[src/rtl/i2s_tx_master.sv]
// I2S (Philips) master transmitter: derives BCLK/WS from clk, serialises L/R PCM MSB-first.
// Build option: I2S_TX_UNDERFLOW_REPEAT_EN repeats the previous pair on underflow instead of zeros.
module i2s_tx_master #(
    parameter int CLK_DIV   = 64,
    parameter int WORD_SIZE = 32,
    parameter int DATA_BITS = 24
) (
    input  logic                 clk,
    input  logic                 rst_n,
    input  logic                 enable,
    input  logic [DATA_BITS-1:0] left_data,
    input  logic [DATA_BITS-1:0] right_data,
    input  logic                 sample_valid,
    output logic                 sample_ready,
    output logic                 bclk,
    output logic                 ws,
    output logic                 sdata,
    output logic                 frame_start,
    output logic                 underflow
);
    localparam int HALF = CLK_DIV / 2;
    localparam int DW   = (HALF > 1) ? $clog2(HALF) : 1;
    localparam int PW   = $clog2(2 * WORD_SIZE);

    localparam logic [DW-1:0] DIV_LAST = DW'(HALF - 1);
    localparam logic [PW-1:0] POS_LAST = PW'(2 * WORD_SIZE - 1);
    localparam logic [PW-1:0] WS_FIRST = PW'(WORD_SIZE - 1);
    localparam logic [PW-1:0] WS_LAST  = PW'(2 * WORD_SIZE - 2);
    localparam logic [PW-1:0] R_FIRST  = PW'(WORD_SIZE);

    typedef enum logic {IDLE, RUN} state_t;
    state_t state_q, state_d;

    logic [DW-1:0]        div_cnt;
    logic [PW-1:0]        pos;
    logic                 hold_full;
    logic [DATA_BITS-1:0] hold_l, hold_r;
    logic [DATA_BITS-1:0] left_sh, right_sh;
    logic [DATA_BITS-1:0] fill_l, fill_r, load_l, load_r;
    logic [DATA_BITS-1:0] slot_word, shifted;
    logic [PW-1:0]        slot_idx;
    logic                 tick, fall, frame_end, load, xfer;
    logic                 ws_d, sdata_d;

    assign tick      = (state_q == RUN) && (div_cnt == DIV_LAST);
    assign fall      = tick && bclk;
    assign frame_end = fall && (pos == '0) && !enable;
    assign load      = fall && (pos == '0) && enable;
    assign xfer      = sample_valid && !hold_full;
    assign sample_ready = !hold_full;

`ifdef I2S_TX_UNDERFLOW_REPEAT_EN
    assign fill_l = left_sh;
    assign fill_r = right_sh;
`else
    assign fill_l = '0;
    assign fill_r = '0;
`endif
    assign load_l = hold_full ? hold_l : fill_l;
    assign load_r = hold_full ? hold_r : fill_r;

    // Bit for the position about to be driven; pos 0 must see the word being loaded on this edge.
    // Shifting past DATA_BITS naturally yields the zero padding of the slot.
    always_comb begin
        slot_word = (pos >= R_FIRST) ? right_sh : ((pos == '0) ? load_l : left_sh);
        slot_idx  = (pos >= R_FIRST) ? (pos - R_FIRST) : pos;
        shifted   = slot_word << slot_idx;
        sdata_d   = shifted[DATA_BITS-1];
        ws_d      = (pos >= WS_FIRST) && (pos <= WS_LAST);
    end

    always_comb begin
        state_d = state_q;
        case (state_q)
            IDLE:    if (enable) state_d = RUN;
            RUN:     if (frame_end) state_d = IDLE;
            default: state_d = IDLE;
        endcase
    end

    always_ff @(posedge clk or negedge rst_n) begin
        if (!rst_n) state_q <= IDLE;
        else        state_q <= state_d;
    end

    // Holding buffer: a transfer only happens when empty, so it never overwrites a pending pair.
    always_ff @(posedge clk or negedge rst_n) begin
        if (!rst_n) begin
            hold_full <= 1'b0;
            hold_l    <= '0;
            hold_r    <= '0;
        end else if (xfer) begin
            hold_full <= 1'b1;
            hold_l    <= left_data;
            hold_r    <= right_data;
        end else if (load) begin
            hold_full <= 1'b0;
        end
    end

    always_ff @(posedge clk or negedge rst_n) begin
        if (!rst_n) begin
            div_cnt     <= '0;
            pos         <= '0;
            bclk        <= 1'b0;
            ws          <= 1'b0;
            sdata       <= 1'b0;
            frame_start <= 1'b0;
            underflow   <= 1'b0;
            left_sh     <= '0;
            right_sh    <= '0;
        end else begin
            frame_start <= load;
            underflow   <= load && !hold_full;
            if (state_q == IDLE || frame_end) begin
                div_cnt <= '0;
                pos     <= '0;
                bclk    <= 1'b0;
                ws      <= 1'b0;
                sdata   <= 1'b0;
            end else begin
                div_cnt <= tick ? '0 : div_cnt + 1'b1;
                if (tick) bclk <= !bclk;
                if (fall) begin
                    ws    <= ws_d;
                    sdata <= sdata_d;
                    pos   <= (pos == POS_LAST) ? '0 : pos + 1'b1;
                end
                if (load) begin
                    left_sh  <= load_l;
                    right_sh <= load_r;
                end
            end
        end
    end
endmodule

[config.mk]
export PLATFORM = sky130hd
export DESIGN_NAME = i2s_tx_master
export DESIGN_NICKNAME = d
export VERILOG_FILES = /design/src/rtl/i2s_tx_master.sv
export SDC_FILE = /design/constraint.sdc
export NUM_CORES = 1
export LEC_CHECK = 0
export ABC_AREA = 1
export CORE_ASPECT_RATIO = 1.5
export CORE_MARGIN = 5
export CORE_UTILIZATION = 36
export CTS_CLUSTER_DIAMETER = 100
export DETAILED_ROUTE_END_ITERATION = 7
export GPL_ROUTABILITY_DRIVEN = 1
export PLACE_DENSITY = 0.66
export SLEW_MARGIN = 0
export SYNTH_ARGS = -nofsm -noshare
export SYNTH_HDL_FRONTEND = slang
export SYNTH_SLANG_ARGS = --single-unit
[constraint.sdc]
create_clock -name clk -period 2.33 [get_ports clk]
set_clock_uncertainty 0.2 [all_clocks]
set_input_delay 0.5825 -clock clk [delete_from_list [all_inputs] [get_ports clk]]
set_output_delay 0.5825 -clock clk [all_outputs]
set_load 0.01 [all_outputs]
Yosys cells after proc, flatten, opt, wreduce, memory -nomap -nowiden
Index checks and enable logic that the tools add are counted.

storage, ports and cells
  register bits after elaboration = 114
  input bits = 52
  output and inout bits = 6
  logic and storage cells = 62

operators by class
  $add $sub $neg = 3
  order comparisons = 3
  eq/ne operators = 2
  shift operators = 1
  muxes and demuxes = 21
  bitwise gates (word level) = 2
  reductions and logical operators = 17

operators by type and width
  operator               count
  $mux W24               4
  $mux W6                4
  $shl A24 B6 Y24        1
  $mux W1                10
  $mux W5                2
  $logic_and A1 B1 Y1    8
  $add A6 B1 Y6 const B  1
  $eq A6 B6 Y1 const B   1
  $ge A6 B5 Y1 const B   1
  $ge A6 B6 Y1 const B   1
  $le A6 B6 Y1 const B   1
  $logic_not A6 Y1       1
  $reduce_bool A2 Y1     3
  $sub A6 B6 Y6 const B  1
  $add A5 B1 Y5 const B  1
  $eq A5 B5 Y1 const B   1
  $logic_not A1 Y1       3
  $not A1 Y1             2
  $pmux W1 S2            1
  $reduce_and A2 Y1      1
  $logic_or A1 B1 Y1     1

Logic depth before layout (Yosys ltp)
Gate-level depths: netlist (run 1).

  word-level depth = 8
  depth in mapped cells = 17

Worst setup path before layout (run 1)
Ideal clock, no wire load.

  path kind = register to register
  start = register div_cnt[0]
  end = register right_sh[10]
  arrival = 1837 ps
  data required time = 2012 ps
  setup slack = 175 ps
  stages on the path, launching flop included = 14
  path buffers = 2
  cells stage by stage = dfrtp_1 -> ha_1 -> nand2_1 -> nor2_1 -> ha_1 -> nand2_2 -> nor2_4 -> inv_2 -> nor3_4 -> inv_2 -> buf_6 -> buf_2 -> nand2_1 -> nand2_1

between the ends
  longest elaborated chain between the ends = 8
  elaborated cells between the ends (all ways) = 9
  classes of those cells = eq/ne: 1; bitwise: 1; reduce/logical: 7

RTL lines
  what                           line    source
  start, declared                34      logic [DW-1:0] div_cnt;
  start signal, assigned         122     div_cnt <= tick ? '0 : div_cnt + 1'b1;
  $eq A5 B5 Y1 *                 45      assign tick = (state_q == RUN) && (div_cnt == DIV_LAST);
  $logic_and A1 B1 Y1 *          45
  $logic_and A1 B1 Y1 *          46      assign fall = tick && bclk;
  $logic_and A1 B1 Y1 *          47, 48
  $logic_and A1 B1 Y1            47      assign frame_end = fall && (pos == '0) && !enable;
  $logic_or A1 B1 Y1             115     if (state_q == IDLE || frame_end) begin
  $not A1 Y1 (no line)           --
  $reduce_and A2 Y1 (no line) *  --
  end signal, assigned           131     right_sh <= load_r;
  end, declared                  38      logic [DATA_BITS-1:0] left_sh, right_sh;

Mark *: on every way between the ends. The rest lies on a longest branch, timed or not.
A chain may end at the register's enable or synchronous reset.

Worst setup path in the final report (run 1)
  start = register div_cnt[0]
  end = register pos[3]

between the ends
  longest elaborated chain between the ends = 7
  elaborated cells between the ends (all ways) = 8
  classes of those cells = eq/ne: 1; mux: 1; reduce/logical: 6

RTL lines
  what                                                  line  source
  $eq A5 B5 Y1 *                                        45
  $logic_and A1 B1 Y1 *                                 45
  $logic_and A1 B1 Y1 *                                 46
  $logic_and A1 B1 Y1 (2 in series)                     47
  $logic_or A1 B1 Y1                                    115
  $mux W6 / $reduce_bool A2 Y1 (equally long branches)  --
  end signal, assigned                                  127   pos <= (pos == POS_LAST) ? '0 : pos + 1'b1;
  end, declared                                         35    logic [PW-1:0] pos;

Marked as above.

==> flow_metrics.env, run 1 <==
export IMPL_status="finished, final reports clean"
export IMPL_synthFlopType="dfrtp_1"
export IMPL_period_share=0.947
export IMPL_synth_simple_area_share=0.225
export IMPL_synth_xor_area_share=0.00481
export IMPL_overflow=0
export IMPL_vias=4370
export IMPL_io_buffers=57
export IMPL_post_dp_hpwl_mm=9.05
export IMPL_track_usage=0.151
export IMPL_hp_class="reg2reg"
export IMPL_power_density_nw_per_um2=877
export IMPL_grt_max_degree=66
export IMPL_async_reset_ff_frac=1.00
export IMPL_ys_seq_area_frac=0.522
export IMPL_ys_top_cells_by_area="dfrtp_1 52%, nand2_1 10%, mux2_2 9.9%"
export IMPL_finalCriticalPeriod_ns=2.21
export IMPL_synth_cells=583
export IMPL_num_rows=55
export IMPL_finalSetupViolCount=0
export IMPL_leakage_nw=3.34
export IMPL_dieArea_um2=17800
export IMPL_gr_usage_met2=0.269
export IMPL_syn_area_per_cell_um2=9.38
export IMPL_clock_sinks=114
export IMPL_grt_util_met3=0.0275
export IMPL_antenna_found_initial=0
export IMPL_drive_gt1_frac=0.198
export IMPL_use_met1=0.172
export IMPL_synth_cell_types=34
export IMPL_synth_fa_ha_area_frac=0.0114
export IMPL_hold_viol_final=0
export IMPL_maxSlewViolCount=0
export IMPL_path_class="reg2reg"
export IMPL_synth_edf_count=0
export IMPL_yosysMostFrequentCell="nand2_1"
export IMPL_cts_buffers=17
export IMPL_ctsLongestPathBuffers=2
export IMPL_synth_compound_area_share=0.0684
export IMPL_synthMuxAreaShare=0.0989
export IMPL_grt_pass1_wl_mm=22.0
export IMPL_cp_required_ns=2.41
export IMPL_die_height_um=161
export IMPL_num_io_pins=58
export IMPL_synth_nets=640
export IMPL_initialDrtViolationCount=326
export IMPL_ys_ff_latch=114
export IMPL_relSlewSlack=0.675
export IMPL_wire_per_inst_um=15.3
export IMPL_start_util=0.364
export IMPL_path_max_fanout=8
export IMPL_syn_area_um2=5470
export IMPL_timing_hold_ws_ns=0.278
export IMPL_maxCapViolations=0
export IMPL_cts_max_level=4
export IMPL_synth_top_family_by_area="simple AND/OR/NAND/NOR gates"
export IMPL_wirelength_mm=13.2
export IMPL_clock_latency_ns=0.40
export IMPL_gp_congestion=0.917
export IMPL_synth_top_cells_by_count="151 x nand2_1, 114 x dfrtp_1, 87 x nand3_1"
export IMPL_fill_cells=1452
export IMPL_clk_pin_slew_ns=0.06
export IMPL_place_area_um2=6300
export IMPL_start_kind="register"
export IMPL_busiest_layer="met2"
export IMPL_n_antenna_cell=0
export IMPL_die_x_um=111
export IMPL_critPathCaptureType="register"
export IMPL_synth_top_area_share=0.522
export IMPL_yosysWarnings=0
export IMPL_cts_tree="done"
export IMPL_firstDrtPassIters=6
export IMPL_yosys_area_top_type="dfrtp_1"
export IMPL_viasPerCell=5.06
export IMPL_drc=0
export IMPL_antenna_left=0
export IMPL_coreArea_um2=15000
export IMPL_vdd_drop_max_uv=575
export IMPL_stdcell_area_um2=6960
export IMPL_worstPathArrival_ns=2.29
export IMPL_finalNetCount=709
export IMPL_syn_to_final_growth_pct=27.3
export IMPL_tightest_slew_ns=0.487
export IMPL_cts_root_buf="clkbuf_16"
export IMPL_grt_pass1_vias=4608
export IMPL_max_freq_mhz=453
power by group:
group	switching, W	internal (W)	total, W
clock	0.000935	0.00161	0.00255
sequential	0.000198	0.00236	0.00256
combinational	0.000461	0.000537	0.000998
total	0.00159	0.00451	0.00610
per-stage QoR:
| stage | cells | utilization | setup WS [ns] | TNS, ns | power [W] |
|---|---|---|---|---|---|
| after floorplan | 583 | - | 0.175 | 0 | 0.00323 |
| after global placement | 828 | 0.420 | 0.0411 | 0 | 0.00355 |
| after detailed placement | 828 | 0.420 | 0.0417 | 0 | 0.00360 |
| after CTS | 861 | 0.460 | 0.0140 | 0 | 0.00617 |
| after global routing | 864 | 0.464 | -0.00640 | -0.0187 | 0.00644 |
| final | 864 | 0.464 | 0.122 | 0 | 0.00610 |
final timing paths:
check	to	slack, ns	cells after the start	from
setup / recovery	pos[3]	0.12	12	div_cnt[0]
hold / removal	right_sh[12]	0.28	2	right_sh[12]
setup reg to reg	pos[3]	0.12	12	div_cnt[0]
hold reg to reg	right_sh[12]	0.28	2	right_sh[12]
max in group asynchronous	div_cnt[4]	0.82	3	rst_n
min in group asynchronous	hold_l[19]	0.46	2	rst_n
critical path, cell delays in order, from the launching register on:
cell and delay (ns):
dfrtp_1 0.37, ha_1 0.18, nand2_1 0.08, nor2_1 0.10, ha_1 0.17, nand2_2 0.10
nor2_4 0.14, nand3_1 0.14, nand2_2 0.20, nor2_4 0.06, inv_2 0.10, o31ai_1 0.09
a21boi_1 0.14
routing by layer:
layer | routed length [µm] | part of all wire
met4 | 437 | 0.033
met5 | 0 | 0
met3 | 475 | 0.036
met1 | 5230 | 0.40
met2 | 7040 | 0.53
area by class of cell:
class,instances,area (µm²),area share
clock buffer,18,439,0.0631
multi-input combinational,391,2230,0.321
tap,199,249,0.0358
timing repair buffer,83,856,0.123
inverter,45,171,0.0246
clock inverter,14,155,0.0223
sequential,114,2850,0.410
state kept, by name (all words and copies together), names as in the netlist, 5 cells and up:
register and flops:
hold_l 24, hold_r 24, left_sh 24, right_sh 24, pos 6, div_cnt 5
placed cells by master, fill, tap and decap left out, types with 15 or more instances in the layout:
cell type / n
nand2_1: 150
dfrtp_1: 114
nand3_1: 87
clkdlybuf4s50_1: 55
mux2_2: 48
inv_1: 38
o21ai_0: 25
clkbuf_16: 18
buf_4: 18
nor2_1: 15
cell families after synthesis:
group,Yosys count
compound gates,64
buf+inv,78
fa+ha+maj,5
mux,48
simple gates,271
xor+xnor,3
flops,114
what timing repair did:
action / CTS / global route
setup endpoints to repair: 0 / 49
buffers inserted: 0 / 1
hold endpoints to repair: 27 / 0
hold buffers: 1 / 0
resized for setup: 0 / 2
Note: power is estimated with default switching activity, not from simulation.
==> run 2: changes to the inputs <==
--- a/config.mk
+++ b/config.mk
@@ -10,6 +10,7 @@
 export CORE_MARGIN = 5
 export CORE_UTILIZATION = 36
 export CTS_CLUSTER_DIAMETER = 100
+export CTS_CLUSTER_SIZE = 12
 export DETAILED_ROUTE_END_ITERATION = 7
 export GPL_ROUTABILITY_DRIVEN = 1
 export PLACE_DENSITY = 0.66
==> results of run 2 <==
The final DEF is identical to that of run 1; final timing and power are the same.
==> run 3: changes to the inputs <==
--- a/config.mk
+++ b/config.mk
@@ -6,6 +6,7 @@
 export NUM_CORES = 1
 export LEC_CHECK = 0
 export ABC_AREA = 1
+export ABC_CLOCK_PERIOD_IN_PS = 2330
 export CORE_ASPECT_RATIO = 1.5
 export CORE_MARGIN = 5
 export CORE_UTILIZATION = 36
==> results of run 3 <==
The final DEF is identical to that of run 1; final timing and power are the same.
